===== config.mk =====
export PLATFORM = sky130hd
export DESIGN_NAME = ahblite_led_sequencer
export DESIGN_NICKNAME = d
export VERILOG_FILES = /design/src/rtl/ahblite_led_sequencer.sv
export SDC_FILE = /design/constraint.sdc
export NUM_CORES = 1
export LEC_CHECK = 0
export ABC_AREA = 0
export CORE_UTILIZATION = 49
export DETAILED_ROUTE_END_ITERATION = 16
export GPL_ROUTABILITY_DRIVEN = 0
export HOLD_SLACK_MARGIN = 0.02
export PLACE_DENSITY = 0.78
export REMOVE_ABC_BUFFERS = 1
export SLEW_MARGIN = 20
export SYNTH_ARGS = -nofsm -noshare
export SYNTH_HDL_FRONTEND = slang
export SYNTH_SLANG_ARGS = --single-unit

===== constraint.sdc =====
create_clock -name HCLK -period 4.2 [get_ports HCLK]
set_clock_uncertainty 0.2 [all_clocks]
set_input_delay 1.05 -clock HCLK [delete_from_list [all_inputs] [get_ports HCLK]]
set_output_delay 1.05 -clock HCLK [all_outputs]
set_load 0.02 [all_outputs]

===== src/rtl/ahblite_led_sequencer.sv =====
// AHB-Lite zero-wait-state slave that drives an 8-bit LED port from a manual
// register or by stepping through a four-entry pattern table at a set period.
module ahblite_led_sequencer (
  input  logic        HCLK,
  input  logic        HRESET,
  input  logic        HSEL,
  input  logic [31:0] HADDR,
  input  logic [1:0]  HTRANS,
  input  logic [2:0]  HSIZE,
  input  logic [3:0]  HPROT,
  input  logic        HWRITE,
  input  logic [31:0] HWDATA,
  input  logic        HREADY,
  output logic        HREADYOUT,
  output logic [31:0] HRDATA,
  output logic        HRESP,
  output logic [7:0]  led_out
);

  typedef enum logic [1:0] {
    S_IDLE = 2'd0,
    S_RUN  = 2'd1,
    S_DONE = 2'd2
  } state_t;

  // Address-phase capture
  logic        dp_valid_q, dp_valid_d;
  logic        dp_write_q, dp_write_d;
  logic [2:0]  dp_addr_q,  dp_addr_d;

  // Software-visible registers
  logic        ctrl_en_q,   ctrl_en_d;
  logic        ctrl_loop_q, ctrl_loop_d;
  logic [1:0]  ctrl_last_q, ctrl_last_d;
  logic [23:0] period_q,    period_d;
  logic [7:0]  manual_q,    manual_d;
  logic [3:0][7:0] pat_q,   pat_d;

  // Sequencer state
  state_t      state_q, state_d;
  logic [23:0] cnt_q,   cnt_d;
  logic [1:0]  idx_q,   idx_d;
  logic [7:0]  led_q,   led_d;

  logic        wr_en;
  logic        ctrl_wr;
  logic [23:0] period_eff;
  logic        step_expired;
  logic [1:0]  idx_inc;

  logic unused_bits;
  assign unused_bits = ^{HSIZE, HPROT, HADDR[31:5], HADDR[1:0], HTRANS[0], HWDATA[31:24]};

  assign HREADYOUT = 1'b1;
  assign HRESP     = 1'b0;
  assign led_out   = led_q;

  assign dp_valid_d = HSEL & HTRANS[1] & HREADY;
  assign dp_write_d = HWRITE;
  assign dp_addr_d  = HADDR[4:2];

  assign wr_en   = dp_valid_q & dp_write_q;
  assign ctrl_wr = wr_en && (dp_addr_q == 3'd0);

  always_comb begin
    ctrl_en_d   = ctrl_en_q;
    ctrl_loop_d = ctrl_loop_q;
    ctrl_last_d = ctrl_last_q;
    period_d    = period_q;
    manual_d    = manual_q;
    if (ctrl_wr) begin
      ctrl_en_d   = HWDATA[0];
      ctrl_loop_d = HWDATA[1];
      ctrl_last_d = HWDATA[3:2];
    end
    if (wr_en && dp_addr_q == 3'd1) period_d = HWDATA[23:0];
    if (wr_en && dp_addr_q == 3'd3) manual_d = HWDATA[7:0];
  end

  for (genvar gi = 0; gi < 4; gi++) begin : g_pat
    assign pat_d[gi] = (wr_en && dp_addr_q == 3'(gi + 4)) ? HWDATA[7:0] : pat_q[gi];
  end

  assign period_eff   = (period_q == 24'd0) ? 24'd1 : period_q;
  assign step_expired = (cnt_q == period_eff - 24'd1);
  assign idx_inc      = idx_q + 2'd1;

  always_comb begin
    state_d = state_q;
    cnt_d   = cnt_q;
    idx_d   = idx_q;
    led_d   = led_q;
    case (state_q)
      S_IDLE: led_d = manual_d;
      S_RUN: begin
        if (step_expired) begin
          cnt_d = 24'd0;
          if (idx_q == ctrl_last_q) begin
            if (ctrl_loop_q) begin
              idx_d = 2'd0;
              led_d = pat_q[0];
            end else begin
              state_d = S_DONE;
            end
          end else begin
            idx_d = idx_inc;
            led_d = pat_q[idx_inc];
          end
        end else begin
          cnt_d = cnt_q + 24'd1;
        end
      end
      S_DONE: ;
      default: state_d = S_IDLE;
    endcase
    // A CTRL write overrides whatever the step logic decided this cycle.
    if (ctrl_wr) begin
      if (HWDATA[0]) begin
        if (state_q != S_RUN) begin
          state_d = S_RUN;
          cnt_d   = 24'd0;
          idx_d   = 2'd0;
          led_d   = pat_q[0];
        end
      end else begin
        state_d = S_IDLE;
        cnt_d   = 24'd0;
        idx_d   = 2'd0;
        led_d   = manual_d;
      end
    end
  end

  always_ff @(posedge HCLK or posedge HRESET) begin
    if (HRESET) begin
      dp_valid_q  <= 1'b0;
      dp_write_q  <= 1'b0;
      dp_addr_q   <= 3'd0;
      ctrl_en_q   <= 1'b0;
      ctrl_loop_q <= 1'b0;
      ctrl_last_q <= 2'd0;
      period_q    <= 24'd1;
      manual_q    <= 8'd0;
      pat_q       <= '0;
      state_q     <= S_IDLE;
      cnt_q       <= 24'd0;
      idx_q       <= 2'd0;
      led_q       <= 8'd0;
    end else begin
      dp_valid_q  <= dp_valid_d;
      dp_write_q  <= dp_write_d;
      dp_addr_q   <= dp_addr_d;
      ctrl_en_q   <= ctrl_en_d;
      ctrl_loop_q <= ctrl_loop_d;
      ctrl_last_q <= ctrl_last_d;
      period_q    <= period_d;
      manual_q    <= manual_d;
      pat_q       <= pat_d;
      state_q     <= state_d;
      cnt_q       <= cnt_d;
      idx_q       <= idx_d;
      led_q       <= led_d;
    end
  end

  // Read mux driven from the registered data-phase address.
  always_comb begin
    HRDATA = 32'd0;
    if (dp_valid_q && !dp_write_q) begin
      case (dp_addr_q)
        3'd0: HRDATA = {28'd0, ctrl_last_q, ctrl_loop_q, ctrl_en_q};
        3'd1: HRDATA = {8'd0, period_q};
        3'd2: HRDATA = {28'd0, state_q == S_DONE, idx_q, state_q == S_RUN};
        3'd3: HRDATA = {24'd0, manual_q};
        default: HRDATA = {24'd0, pat_q[dp_addr_q[1:0]]};
      endcase
    end
  end

endmodule


==> impl_summary.log, run 1 <==
[metrics] register area: roughly 2700 sq um
[metrics] number of maximum-capacitance constraint violations: 0
[metrics] largest net degree at the start of global routing: 76
[metrics] remaining routing DRC violations: 0
[metrics] via count of the first global-routing pass: between 5000 and 6000
[metrics] Max FO, Critical Path: 19
[metrics] flops & latches, synth: approximately 110
[metrics] cell family with the largest share of critical-path delay: flip-flops
[metrics] Overall Global Routing Usage: 0.263
[metrics] TritonCTS clock tree: done
[metrics] basic-gate share of the synthesized area counting and, or, nand and nor cells: 0.197
[metrics] num rows: 42
[metrics] critical path launch point type: flip-flop
[metrics] Post-layout nets: 805
[metrics] vertical die dimension: around 120 um
[metrics] slew at the pin closest to its max-slew limit: 0.981 ns
[metrics] mux contribution to synthesized area: 0.188
[metrics] Req. time, crit path: ~3 ns
[metrics] starting density of the core: 0.510
[metrics] setup total negative slack: 0 ns
[metrics] synthesis warning total: 0
[metrics] crit-path max cell delay: about 0.99 ns
[metrics] mean area per synthesized cell: approximately 10 sq um
[metrics] router iterations before antenna repair: 6
[metrics] final count of negative-setup-slack endpoints: 0
[metrics] dominant combinational cell family by area after synthesis: simple AND/OR/NAND/NOR gates
[metrics] worst min-delay path category: reg2reg
[metrics] library cell contributing the largest single delay on the critical path: dfrtp_1
[metrics] Netlist Area Pre-Place: just under 7000 sq um
[metrics] worst path arrival time: 2.80 ns
[metrics] area of the core region: between 10000 and 15000 sq um
[metrics] P_leak: 3.43 nW
[metrics] type of destination of the critical path: output pin
[metrics] non-filler cells, final: between 900 and 1000
[metrics] maximum buffer depth of the clock tree: 2
[metrics] number of vias after detailed routing: between 5000 and 6000
[metrics] die boundary width: about 120 um
[metrics] predominant post-synthesis flop cell: dfrtp_1
[metrics] setup repair after global routing missed its margin: no
[metrics] Seq/Total Area, Yosys: 0.397
[metrics] num ports: 120
[metrics] number of fillers in the final layout: between 1000 and 1500
[metrics] worst-skew pair later-pin latency: 0.36 ns
[metrics] initial antenna violation count: 0
[metrics] post-detailed-route count of antenna-violating nets: 0
[metrics] share of synthesized registers carrying an async set or reset: 1.00
[metrics] first-pass GRT wire length: 29.3 mm
[metrics] clk sink count: about 110
[metrics] gr ovfl total: 0
[metrics] end-of-flow core utilization: 0.598
[metrics] post-layout instance area: about 8000 sq um
[metrics] area growth from synthesis to layout: 17.2%
[metrics] XOR/XNOR share of the synthesized area: 0.0638
[metrics] Clk pin slew, worst setup/hold paths: approximately 0.07 ns
[metrics] number of distinct library cells after synthesis: 71
[metrics] die area: approximately 14000 sq um
[metrics] category of the critical setup timing path: reg2out
[metrics] area post-placement: roughly 7700 sq um
[metrics] Cells after DPL: just under 900
[metrics] min Tclk post-route: 4.05 ns
[metrics] Power Density: ~420 nW/um^2
[metrics] vias per inst: between 6 and 7
[metrics] Tot Pwr: between 3 and 4 mW
[metrics] fraction of layout cells with a size suffix above 1: 0.232
[metrics] Final period util: 0.963
[metrics] number of buffer and inverter instances along the worst setup path: 1
[metrics] multi-input gate area in the final layout: just under 4000 sq um
[metrics] diode count: 0
[metrics] fmax: about 250 MHz
[metrics] clock root buffer master: clkbuf_16
[metrics] DRC marker count from the first detailed-route iteration: ~540
[metrics] H-tree depth reported by CTS: 3
[metrics] final count of hold timing violations: 0
[metrics] Max VDD drop: roughly 220 uV
[metrics] number of buffers created by CTS: 9
[metrics] total length of routed wires: 18.1 mm
[metrics] EDFF count, synth: 0
[metrics] Synth Area in Compound Gates: 0.0999
[metrics] number of hold buffers added after cts: 0
[metrics] post-detailed-placement half-perimeter wirelength: between 10 and 15 mm
[metrics] reg-to-reg slack, setup: between 0.2 and 0.3 ns
[metrics] number of instances in the synthesized netlist: between 600 and 700
[metrics] slew margin rel.: 0.346
[metrics] average detailed-routed wire length per instance: 20.0 um
[metrics] status: complete, no violations
[metrics] final max-slew violation count: 0
[metrics] crit path cell chain: mux4_2 > a22oi_1 > nor2_1 > clkdlybuf4s50_1
[metrics] Port Buffers: 64
[metrics] area share of fa/ha/maj cells after synthesis: 0.00364
## layout by cell type (no fill, tap or decap), types with 8 or more instances in the layout
| cell type | netlist | layout |
|---|---|---|
| dfrtp_1 | 108 | 108 |
| mux2_2 | 65 | 65 |
| clkdlybuf4s50_1 | 0 | 64 |
| nor2_1 | 52 | 51 |
| nand2_1 | 44 | 44 |
| buf_4 | 12 | 31 |
| xnor2_1 | 27 | 27 |
| o21ai_0 | 25 | 25 |
| xor2_1 | 23 | 23 |
| a21oi_1 | 22 | 22 |
| nand3_1 | 20 | 20 |
| mux4_2 | 20 | 20 |
| and2_1 | 18 | 18 |
| nor3_1 | 18 | 16 |
| nand4_1 | 12 | 12 |
| inv_1 | 12 | 11 |
| mux2i_1 | 11 | 11 |
| nor2_2 | 10 | 11 |
| conb_1 | 2 | 10 |
| nand2b_1 | 9 | 9 |
| clkbuf_16 | 0 | 9 |
| nand3b_1 | 8 | 8 |
| or3_1 | 8 | 8 |
## what timing repair did
action	in CTS	in global routing
setup buffers	0	3
setup endpoints to repair	0	34
gates resized for setup	0	4
## area by class of cell
class / instances / share of cell area
multi-input combinational: 495 / 0.481
tap: 176 / 0.0274
inverter: 13 / 0.00638
timing repair buffer: 97 / 0.112
sequential: 109 / 0.339
clock inverter: 5 / 0.00435
clock buffer: 10 / 0.0297
## cells by family (layout without fill, tap and decap cells)
logic type	after synthesis	after routing
xor gates and xnor gates	50	50
other	2	10
AOI/OAI and AO/OA	97	97
muxes	96	96
and+or+nand+nor	239	240
DFF	109	109
buffers and inverters	62	125
adders and majority gates	2	2
## sequential cells by signal, summed over array words and instances (netlist names), 2 cells and up
signal and count:
cnt_q 24, ctrl_last_q 2, dp_addr_q 3, idx_q 2, led_out 8, manual_q 8, pat_q 32, period_q 24
state_q 2
## worst reg2reg max path: cells and delay by family (launching register included)
| kind | cells | cell delay [ns] |
|---|---|---|
| compound gates | 2 | 0.50 |
| xor+xnor | 1 | 0.15 |
| fa+ha+maj | 1 | 0.16 |
| buf+inv | 1 | 0.08 |
| flops | 1 | 0.62 |
| simple gates | 9 | 2.10 |
## metrics by stage
step	hold slack (ns)	setup slack, ns
4_1_cts	0.299	0.140
3_5_place_dp	0.283	0.217
6_report	0.304	0.153
3_3_place_gp	0.265	0.311
2_1_floorplan	0.245	0.0777
5_1_grt	0.344	0.0237
## worst paths after layout
kind | from | endpoint | depth (start not counted)
setup / recovery | dp_addr_q[0] | HRDATA[4] | 4
hold / removal | ctrl_en_q | ctrl_en_q | 2
setup reg to reg | period_q[0] | cnt_q[6] | 14
hold reg to reg | ctrl_en_q | ctrl_en_q | 2
max in group asynchronous | HRESET | period_q[0] | 3
min in group asynchronous | HRESET | period_q[14] | 2
## synthesized netlist by cell type (4+ instances only)
library cell / count / area, sq um
nor2_1: 52 / 195
nand3_1: 20 / 100
a221oi_1: 7 / 61.3
or3_1: 8 / 50.1
nor4_1: 7 / 43.8
xnor2_1: 27 / 236
nand2b_1: 9 / 56.3
a211o_1: 7 / 61.3
nor2b_1: 5 / 31.3
buf_1: 4 / 15.0
a21oi_1: 22 / 110
nor3_1: 18 / 90.1
and2_1: 18 / 113
nand4_1: 12 / 75.1
clkbuf_1: 25 / 93.8
nor2_2: 10 / 62.6
dfrtp_1: 108 / 2700
and3_1: 5 / 31.3
nand2_1: 44 / 165
mux2i_1: 11 / 110
mux2_2: 65 / 732
buf_6: 5 / 56.3
buf_4: 12 / 90.1
nand3b_1: 8 / 60.1
xor2_1: 23 / 201
mux4_2: 20 / 450
inv_1: 12 / 45.0
o21ai_0: 25 / 125
a22oi_1: 4 / 30.0
o211a_1: 5 / 50.1
## report_power, final
part / leakage (nW) / internal, mW / switching [mW]
clock network: 0.135 / 0.417 / 0.397
registers: 1.41 / 1.20 / 0.197
logic: 1.89 / 0.553 / 0.607
## routing by layer
layer  track usage  up-vias  share of wire
li1              -     2501              -
met1         0.341     2813           0.41
met2         0.430      288           0.49
met3        0.0396       48          0.073
met4         0.127        0          0.031
met5             0        -              0
No activity file was read; power rests on OpenSTA's default activity.
==> run 2: changes to the inputs <==
--- a/config.mk
+++ b/config.mk
@@ -12,6 +12,7 @@
 export HOLD_SLACK_MARGIN = 0.02
 export PLACE_DENSITY = 0.78
 export REMOVE_ABC_BUFFERS = 1
+export SKIP_LAST_GASP = 1
 export SLEW_MARGIN = 20
 export SYNTH_ARGS = -nofsm -noshare
 export SYNTH_HDL_FRONTEND = slang
==> run 2 against run 1 <==
  * Worst setup slack hardly changed
  * Clock-buffer cell count stayed put
  * Sequential power hardly changed
  * Register-to-register slack worse by 0.07 ns
  * Critical path depth stayed put
  * Routed wire length is essentially flat
  * Power about the same
  * Critical path type unchanged
==> impl_summary.log, run 2 (same netlist as run 1, synthesis figures left out) <==
[metrics] Final period util: 0.964 (was 0.963)
[metrics] launch point of the worst path: dp_addr_q[0] (unchanged)
[metrics] DRC marker count from the first detailed-route iteration: 535 (unchanged)
[metrics] number of buffer and inverter instances along the worst setup path: 1 (unchanged)
[metrics] Max FO, Critical Path: 19 (unchanged)
[metrics] crit-path max cell delay: 0.99 ns (about the same)
[metrics] starting density of the core: 0.510 (unchanged)
[metrics] post-placement setup slack: 0.217 ns (unchanged)
[metrics] gr ovfl total: 0 (unchanged)
[metrics] area of the core region: 13500 sq um (unchanged)
[metrics] first-pass GRT wire length: 29.3 mm (unchanged)
[metrics] remaining routing DRC violations: 0 (unchanged)
[metrics] Int Pwr: 2.17 mW (about the same)
[metrics] startpoint of the worst register-to-register path: period_q[0] (unchanged)
[metrics] vertical die dimension: 120 um (unchanged)
[metrics] status: complete, no violations (unchanged)
[metrics] die area: 14500 sq um (unchanged)
[metrics] hold path startpoint: ctrl_en_q (unchanged)
[metrics] P_leak: 3.43 nW (about the same)
[metrics] post-detailed-route count of antenna-violating nets: 0 (unchanged)
[metrics] crit path cell chain: mux4_2 > a22oi_1 > nor2_1 > clkdlybuf4s50_1 (unchanged)
[metrics] Post-layout nets: 805 (unchanged)
[metrics] setup repair after global routing missed its margin: yes (was no)
[metrics] combinational fraction of design power: 0.344 (about the same)
[metrics] largest register by flop count: pat_q (unchanged)
[metrics] TritonCTS clock tree: done (unchanged)
[metrics] number of buffers created by CTS: 9 (unchanged)
[metrics] Tot Pwr: 3.37 mW (about the same)
[metrics] average detailed-routed wire length per instance: 20.0 um (about the same)
[metrics] end-of-flow core utilization: 0.598 (unchanged)
[metrics] slew margin rel.: 0.345 (was 0.346)
[metrics] fraction of layout cells with a size suffix above 1: 0.232 (unchanged)
[metrics] final count of negative-setup-slack endpoints: 0 (unchanged)
[metrics] via count of the first global-routing pass: 5682 (unchanged)
[metrics] worst min-delay path category: reg2reg (unchanged)
[metrics] Worst Slack Setup Final: 0.153 ns (about the same)
[metrics] Sw Share: 0.356 (about the same)
[metrics] category of the critical setup timing path: reg2out (unchanged)
[metrics] router iterations before antenna repair: 5 (was 6)
[metrics] Cells after DPL: 886 (unchanged)
[metrics] initial antenna violation count: 0 (unchanged)
[metrics] num ports: 120 (unchanged)
[metrics] post-detailed-placement half-perimeter wirelength: 12.6 mm (unchanged)
[metrics] final count of hold timing violations: 0 (unchanged)
[metrics] Max VDD drop: 219 uV (was 218 uV)
[metrics] Clk pin slew, worst setup/hold paths: 0.07 ns (about the same)
[metrics] clock root buffer master: clkbuf_16 (unchanged)
[metrics] total length of routed wires: 18.1 mm (about the same)
[metrics] worst-skew pair later-pin latency: 0.36 ns (about the same)
[metrics] number of vias after detailed routing: 5660 (was 5650)
[metrics] min Tclk post-route: 4.05 ns (about the same)
[metrics] vias per inst: 6.25 (was 6.24)
[metrics] num rows: 42 (unchanged)
[metrics] share of total power in sequential cells: 0.414 (was 0.415)
[metrics] H-tree depth reported by CTS: 3 (unchanged)
[metrics] non-filler cells, final: 905 (unchanged)
[metrics] Overall Global Routing Usage: 0.263 (unchanged)
[metrics] number of fillers in the final layout: 1117 (unchanged)
[metrics] largest net degree at the start of global routing: 76 (unchanged)
[metrics] Power Density: 419 nW/um^2 (about the same)
[metrics] diode count: 0 (unchanged)
[metrics] cell family with the largest share of critical-path delay: flip-flops (unchanged)
[metrics] library cell contributing the largest single delay on the critical path: dfrtp_1 (unchanged)
[metrics] maximum buffer depth of the clock tree: 2 (unchanged)
[metrics] clk sink count: 109 (unchanged)
[metrics] NetSw: 1.20 mW (about the same)
[metrics] number of maximum-capacitance constraint violations: 0 (unchanged)
[metrics] worst path arrival time: 2.80 ns (about the same)
[metrics] critical path launch point type: flip-flop (unchanged)
[metrics] most frequent cells in the layout: 108 x dfrtp_1, 65 x mux2_2, 64 x clkdlybuf4s50_1, 51 x nor2_1, 44 x nand2_1 (unchanged)
[metrics] area growth from synthesis to layout: 17.2% (unchanged)
[metrics] most common cell after layout, fill and taps aside: dfrtp_1 (unchanged)
[metrics] clock network power share: 0.241 (about the same)
[metrics] number of flip-flops under the largest register name: 32 (unchanged)
[metrics] Port Buffers: 64 (unchanged)
[metrics] fmax: 247 MHz (about the same)
[metrics] final max-slew violation count: 0 (unchanged)
[metrics] Req. time, crit path: 2.95 ns (about the same)
[metrics] slew at the pin closest to its max-slew limit: 0.983 ns (was 0.981 ns)
[metrics] die boundary width: 120 um (unchanged)
[metrics] Regs by FF count: pat_q x32, cnt_q x24, period_q x24 (unchanged)
[metrics] type of destination of the critical path: output pin (unchanged)
[run 2: cell counts in the layout (fill, tap and decap cells not counted)]
Identical to the previous run, type by type.
[run 2: power by group through the flow]
stage	clock network, mW	logic [mW]	registers [mW]
floorplan	0	0.723	1.42
global placement	0	1.08	1.40
detailed placement	0	1.13	1.41
CTS	0.826	1.14	1.39
global route	0.861	1.25	1.42
finish	0.814	1.16	1.40
[run 2: tightest hold or removal path: cells and delay by family (launching register included)]
family | cells | cell delay [ns]
flip-flops | 1 | 0.35
AO/OA/AOI/OAI | 1 | 0.06
AND/OR/NAND/NOR | 1 | 0.05
[run 2: worst paths after layout]
path,to,slack (ns),cells after the start
setup / recovery,HRDATA[4],0.15,4
hold / removal,ctrl_en_q,0.30,2
setup reg to reg,cnt_q[6],0.20,14
hold reg to reg,ctrl_en_q,0.30,2
max in group asynchronous,period_q[0],2.14,3
min in group asynchronous,cnt_q[17],0.86,2
[run 2: stage by stage]
step	instance area [sq um]	TNS, ns	hold WS, ns
floorplan	6610	0	0.245
global placement	7720	0	0.265
detailed placement	7720	0	0.283
CTS	7990	0	0.299
global route	8050	-0.0352	0.344
finish	8050	0	0.300
[run 2: final cells by class]
| class | instances | area, sq um | area share |
|---|---|---|---|
| clock buffers | 10 | 239 | 0.0297 |
| clock inverters | 5 | 35.0 | 0.00435 |
| inverters | 13 | 51.3 | 0.00638 |
| multi-input cells | 495 | 3870 | 0.481 |
| flip-flops and latches | 109 | 2730 | 0.339 |
| well taps | 176 | 220 | 0.0274 |
| repair buffers | 97 | 905 | 0.112 |
[run 2: what timing repair did]
action | in CTS | in global routing
setup endpoints to repair | 0 | 34
hold buffers | 0 | 0
setup buffers | 0 | 3
resized for setup | 0 | 4
[run 2: routing by layer]
metal | global-route usage | wire length [um] | vias up
li1 | - | - | 2500
met3 | 0.0396 | 1380 | 52
met1 | 0.341 | 7360 | 2821
met2 | 0.430 | 8790 | 287
met4 | 0.127 | 576 | 0
met5 | 0 | 0 | -
